[config.mk]
export PLATFORM = sky130hd
export DESIGN_NAME = load_store_unit
export DESIGN_NICKNAME = d
export VERILOG_FILES = /design/src/rtl/load_store_unit_pkg.sv /design/src/rtl/load_store_unit_store_align.sv /design/src/rtl/load_store_unit.sv
export SDC_FILE = /design/constraint.sdc
export NUM_CORES = 1
export LEC_CHECK = 0
export ABC_AREA = 1
export CAP_MARGIN = 10
export CORE_ASPECT_RATIO = 0.6
export CORE_MARGIN = 4
export CORE_UTILIZATION = 34
export CTS_CLUSTER_SIZE = 8
export DETAILED_ROUTE_END_ITERATION = 16
export PLACE_DENSITY = 0.62
export SLEW_MARGIN = 5
export SYNTH_ARGS = -nofsm -noshare
export SYNTH_HDL_FRONTEND = slang
export SYNTH_HIERARCHICAL = 1
export SYNTH_SLANG_ARGS = --single-unit
[constraint.sdc]
create_clock -name i_clk -period 1.97 [get_ports i_clk]
set_input_delay 0.197 -clock i_clk [delete_from_list [all_inputs] [get_ports i_clk]]
set_output_delay 0.197 -clock i_clk [all_outputs]
set_load 0.02 [all_outputs]
[src/rtl/load_store_unit_pkg.sv]
// Shared opcode/funct3 constants and the load/store FSM state type.
package rv_pkg;
    localparam logic [6:0] OP_LOAD  = 7'b0000011;
    localparam logic [6:0] OP_STORE = 7'b0100011;

    localparam logic [2:0] F3_B  = 3'b000;
    localparam logic [2:0] F3_H  = 3'b001;
    localparam logic [2:0] F3_W  = 3'b010;
    localparam logic [2:0] F3_BU = 3'b100;
    localparam logic [2:0] F3_HU = 3'b101;

    typedef enum logic [1:0] {
        IDLE = 2'd0,
        REQ  = 2'd1,
        WAIT = 2'd2,
        DONE = 2'd3
    } lsu_state_t;
endpackage

[src/rtl/load_store_unit_store_align.sv]
// Access decode: funct3 legality, address alignment and store byte-lane formatting.
module store_align
    import rv_pkg::*;
(
    input  logic        i_is_store,
    input  logic [2:0]  i_funct3,
    input  logic [1:0]  i_addr_lo,
    input  logic [31:0] i_store_data,
    output logic [3:0]  o_be,
    output logic [31:0] o_wdata,
    output logic        o_aligned,
    output logic        o_legal
);
    always_comb begin
        o_legal = 1'b0;
        case (i_funct3)
            F3_B, F3_H, F3_W: o_legal = 1'b1;
            F3_BU, F3_HU:     o_legal = !i_is_store;
            default:          o_legal = 1'b0;
        endcase
    end

    always_comb begin
        o_aligned = 1'b1;
        case (i_funct3[1:0])
            2'b01:   o_aligned = !i_addr_lo[0];
            2'b10:   o_aligned = (i_addr_lo == 2'b00);
            default: o_aligned = 1'b1;
        endcase
    end

    // Loads drive no lanes and no data so the request fields stay deterministic.
    always_comb begin
        o_be    = 4'b0000;
        o_wdata = 32'h0;
        if (i_is_store) begin
            case (i_funct3[1:0])
                2'b00: begin
                    o_be    = 4'b0001 << i_addr_lo;
                    o_wdata = {4{i_store_data[7:0]}};
                end
                2'b01: begin
                    o_be    = 4'b0011 << i_addr_lo;
                    o_wdata = {2{i_store_data[15:0]}};
                end
                2'b10: begin
                    o_be    = 4'b1111;
                    o_wdata = i_store_data;
                end
                default: begin
                    o_be    = 4'b0000;
                    o_wdata = 32'h0;
                end
            endcase
        end
    end
endmodule

[src/rtl/load_store_unit.sv]
// Memory-stage load/store engine: one outstanding access, pipeline stalled until DONE.
module load_store_unit
    import rv_pkg::*;
#(
    parameter int ADDR_W = 32
) (
    input  logic              i_clk,
    input  logic              i_rst_n,
    input  logic              i_valid,
    input  logic [6:0]        i_opcode,
    input  logic [2:0]        i_funct3,
    input  logic [ADDR_W-1:0] i_addr,
    input  logic [31:0]       i_store_data,
    output logic              o_stall,
    output logic              o_mem_fault,
    output logic [31:0]       o_mem_res,
    output logic              o_dmem_req_valid,
    input  logic              i_dmem_req_ready,
    output logic              o_dmem_we,
    output logic [ADDR_W-1:0] o_dmem_addr,
    output logic [3:0]        o_dmem_be,
    output logic [31:0]       o_dmem_wdata,
    input  logic              i_dmem_resp_valid,
    input  logic [31:0]       i_dmem_rdata,
    output logic [1:0]        o_dbg_state
);
    lsu_state_t r_state;
    logic       r_is_load;
    logic [1:0] r_addr_lo;

    logic        w_is_load;
    logic        w_is_store;
    logic        w_mem_op;
    logic [3:0]  w_be;
    logic [31:0] w_wdata;
    logic        w_aligned;
    logic        w_legal;
    logic        w_accept;

    assign w_is_load  = (i_opcode == OP_LOAD);
    assign w_is_store = (i_opcode == OP_STORE);
    assign w_mem_op   = w_is_load || w_is_store;

    store_align u_store_align (
        .i_is_store   (w_is_store),
        .i_funct3     (i_funct3),
        .i_addr_lo    (i_addr[1:0]),
        .i_store_data (i_store_data),
        .o_be         (w_be),
        .o_wdata      (w_wdata),
        .o_aligned    (w_aligned),
        .o_legal      (w_legal)
    );

    assign w_accept    = (r_state == IDLE) && i_valid && w_mem_op && w_legal && w_aligned;
    assign o_stall     = i_rst_n && (w_accept || (r_state == REQ) || (r_state == WAIT));
    assign o_mem_fault = i_rst_n && (r_state == IDLE) && i_valid && w_mem_op && !(w_legal && w_aligned);
    assign o_dbg_state = r_state;

    // Request handshake: dmem_req_valid rises on accept, request fields stay frozen
    // until the cycle where valid && ready are both high, then valid drops.
    // Responses are only honoured in WAIT, i.e. after the handshake has completed.
    always_ff @(posedge i_clk or negedge i_rst_n) begin
        if (!i_rst_n) begin
            r_state          <= IDLE;
            r_is_load        <= 1'b0;
            r_addr_lo        <= 2'b00;
            o_mem_res        <= 32'h0;
            o_dmem_req_valid <= 1'b0;
            o_dmem_we        <= 1'b0;
            o_dmem_addr      <= '0;
            o_dmem_be        <= 4'b0000;
            o_dmem_wdata     <= 32'h0;
        end else begin
            case (r_state)
                IDLE: begin
                    if (w_accept) begin
                        r_state          <= REQ;
                        r_is_load        <= w_is_load;
                        r_addr_lo        <= i_addr[1:0];
                        o_dmem_req_valid <= 1'b1;
                        o_dmem_we        <= w_is_store;
                        o_dmem_addr      <= {i_addr[ADDR_W-1:2], 2'b00};
                        o_dmem_be        <= w_be;
                        o_dmem_wdata     <= w_wdata;
                    end
                end
                REQ: begin
                    if (i_dmem_req_ready) begin
                        o_dmem_req_valid <= 1'b0;
                        r_state          <= r_is_load ? WAIT : DONE;
                    end
                end
                WAIT: begin
                    if (i_dmem_resp_valid) begin
                        o_mem_res <= i_dmem_rdata >> {r_addr_lo, 3'b000};
                        r_state   <= DONE;
                    end
                end
                DONE: begin
                    r_state <= IDLE;
                end
                default: r_state <= IDLE;
            endcase
        end
    end
endmodule

==> impl_metrics.tcl <==
set metrics [dict create \
    status "completed" \
    maxSlewViolCount 0 \
    post-route-min-period_ns 1.84 \
    cts_root_buf "clkbuf_16" \
    cp-startpoint "i_funct3[1]" \
    drt_first_pass_iters 6 \
    area_growth_pct 55.2 \
    p_sw_share_pct 31.6 \
    drc 0 \
    hold_class "in -> reg" \
    nets 1028 \
    setup_viol 0 \
    p_per_area_nw_per_um2 738 \
    grt_pass1_vias 4806 \
    finalCritPeriodShare_pct 93.4 \
    clockPowerShare_pct 30.7 \
    power_frac_seq_pct 39.8 \
    holdCritStartpoint "i_opcode[5]" \
    antenna_found_initial 0 \
    timing.fmax_mhz 544 \
    place_congestion 0.835 \
    yosysSeqAreaShare_pct 49.0 \
    synth_area_um2 5360 \
    via_count 5036 \
    netSwitchingPower_w 0.00194 \
    dp_hpwl_um 12400 \
    port_buffers 214 \
    end_kind "primary output" \
    crit_chain "dlygate4sd2_1 -> buf_4 -> ha_2 -> buf_6 -> nor2_8 -> o21ai_1 -> nand2_1 -> nand2_2 -> nor4_4 -> buf_4" \
    vdd_drop_max_mv 0.469 \
    grt_pass1_wl_um 26000 \
    grt_use_total_pct 18.2 \
    fillers 1454 \
    leakage_nw 3.85 \
    critical_path_class "in -> out" \
    crit_top_cell "buf_4" \
    yosys_warnings 6 \
    internal-power_w 0.00420 \
    multi_input_area_um2 2170 \
    placed_cell_area_um2 7890 \
    die_w_um 170 \
    dieArea_um2 17900 \
    synth_cell_types 29 \
    crit_fanout 3 \
    synth_cells 678 \
    htreeDepth 3 \
    utilization_pct 54.0 \
    chipHeight_um 105 \
    diodes 0 \
    grt_max_degree 85 \
    drv_cap 0 \
    dp_slack_ns -0.292 \
    ant_nets 0 \
    required_ns 1.77 \
    hold_viol_final 0 \
    pin_count 217 \
    combPwrFrac_pct 29.5 \
    rows 35 \
    cts_buffers 9 \
    clock_tree.buffer_depth 2 \
    drt_iter0_markers 419 \
    clock-sinks 105 \
    clock_latency_ns 0.34 \
    avgSynthCellArea_um2 7.91 \
    regArea_um2 2630 \
    synth_seq_cells 105 \
    viasPerCell 4.51 \
    initial_utilization_pct 34.8 \
    cpPeakStageDelay_ns 0.25 \
    clk_pin_slew_ns 0.07 \
    setup_ws_ns 0.130 \
    cp-start-kind "input pin" \
    crit_arrival_ns 1.64 \
    routedWlPerCell_um 14.8 \
    cts_tree "done" \
    drive_gt1_share_pct 12.4 \
    totalWireLength_um 16500 \
    r2r_start "o_dbg_state[0]" \
    fin_area_um2 8320 \
    finalSetupTns_ns 0 \
    fin_skew_ns 0.00906 \
    slowest_stage "dlygate4sd2_1" \
    overflow 0 \
    coreArea_um2 15400 \
]
[critical path, delay by kind of cell]
kind	cells	cell delay (ns)
fa+ha+maj	1	0.18
simple gates	4	0.49
compound gates	1	0.06
buf+inv	4	0.72
[cells in the mapped netlist]
library cell / instances / area, um^2
a21oi_1: 7 / 35.0
a22o_1: 2 / 17.5
buf_2: 7 / 35.0
buf_4: 5 / 37.5
buf_6: 11 / 124
clkbuf_1: 15 / 56.3
conb_1: 1 / 3.75
dfrtp_1: 105 / 2630
ha_1: 8 / 100
inv_1: 103 / 387
inv_2: 3 / 11.3
nand2_1: 203 / 762
nand2_2: 1 / 6.26
nand2_4: 1 / 11.3
nand3_1: 36 / 180
nand3_4: 1 / 17.5
nor2_1: 17 / 63.8
nor2_2: 1 / 6.26
nor2_4: 2 / 22.5
nor2_8: 1 / 20.0
nor3_1: 2 / 10.0
nor4_1: 1 / 6.26
o21ai_0: 105 / 526
o21ai_1: 2 / 10.0
o221ai_1: 14 / 123
o311ai_0: 1 / 8.76
o311ai_1: 1 / 8.76
o31ai_2: 1 / 12.5
or2_2: 21 / 131
[registers in the layout, summed over array words and instances, names as in the netlist]
name              count
o_dbg_state           2
o_dmem_be             4
o_dmem_req_valid      1
o_dmem_wdata         32
o_dmem_we             1
r_is_load             1
o_mem_res            32
r_addr_lo             2
o_dmem_addr          30
[area by class of cell]
cell class              instances  share of cell area, %
repair buffers                257                   30.8
clock buffers                   9                   2.71
clock inverters                 7                   1.01
multi-input cells             430                   26.1
well taps                     203                   3.05
flip-flops and latches        105                   31.6
inverters                     106                   4.78
[worst paths after layout]
path                       slack (ns)  depth (start not counted)               end
setup / recovery                 0.13                         10       o_mem_fault
hold / removal                   0.25                          3         r_is_load
setup reg to reg                 0.25                         10      o_dmem_be[0]
hold reg to reg                  0.48                          2  o_dmem_req_valid
max in group asynchronous        1.11                          3     o_mem_res[24]
min in group asynchronous        0.45                          3   o_dmem_addr[31]
[logic make-up after synthesis]
family	after synthesis	synth area share, %
adder cells (fa/ha/maj)	8	1.87
flip-flops	105	49.0
AO/OA/AOI/OAI	133	13.8
AND/OR/NAND/NOR	287	23.1
other	1	0.0700
buffers and inverters	144	12.1
[layout by cell type (no fill, tap or decap), types with 7 or more instances in the layout]
| cell type | synthesis | routed |
|---|---|---|
| clkdlybuf4s50_1 | 0 | 204 |
| nand2_1 | 203 | 198 |
| dfrtp_1 | 105 | 105 |
| o21ai_0 | 105 | 104 |
| inv_1 | 103 | 96 |
| buf_4 | 5 | 37 |
| nand3_1 | 36 | 34 |
| or2_2 | 21 | 21 |
| nor2_1 | 17 | 16 |
| o221ai_1 | 14 | 14 |
| inv_2 | 3 | 10 |
| clkbuf_16 | 0 | 9 |
| a21oi_1 | 7 | 7 |
| buf_12 | 0 | 7 |
[metal layers]
metal | vias up | track usage, % | share of wire [%]
met1 | 2284 | 28.6 | 51
li1 | 2591 | - | -
met4 | 0 | 2.56 | 0.33
met5 | - | 0 | 0
met2 | 157 | 23.9 | 39
met3 | 4 | 6.90 | 9.5
[repair_timing]
item | CTS | global route
endpoints found under the hold margin | 105 | 0
hold buffers | 1 | 0
pin swaps | 2 | 7
setup buffers | 1 | 2
gates resized for setup | 9 | 26
setup endpoints to repair | 2 | 13
[stage by stage]
step                power, W  std cells  hold slack [ns]
floorplan            0.00330        679          -0.0986
global placement     0.00422       1098            0.284
detailed placement   0.00422       1098            0.282
CTS                  0.00614       1115            0.376
global route         0.00649       1117            0.243
finish               0.00614       1117            0.247
[power groups by stage]
| stage | combinational, W | sequential [W] | clock, W |
|---|---|---|---|
| 6_report | 0.00181 | 0.00244 | 0.00189 |
| 5_1_grt | 0.00199 | 0.00247 | 0.00204 |
| 4_1_cts | 0.00175 | 0.00244 | 0.00195 |
| 3_5_place_dp | 0.00174 | 0.00248 | 0 |
| 3_3_place_gp | 0.00174 | 0.00248 | 0 |
| 2_1_floorplan | 0.000588 | 0.00271 | 0 |
(Power assumes the default switching activity.)
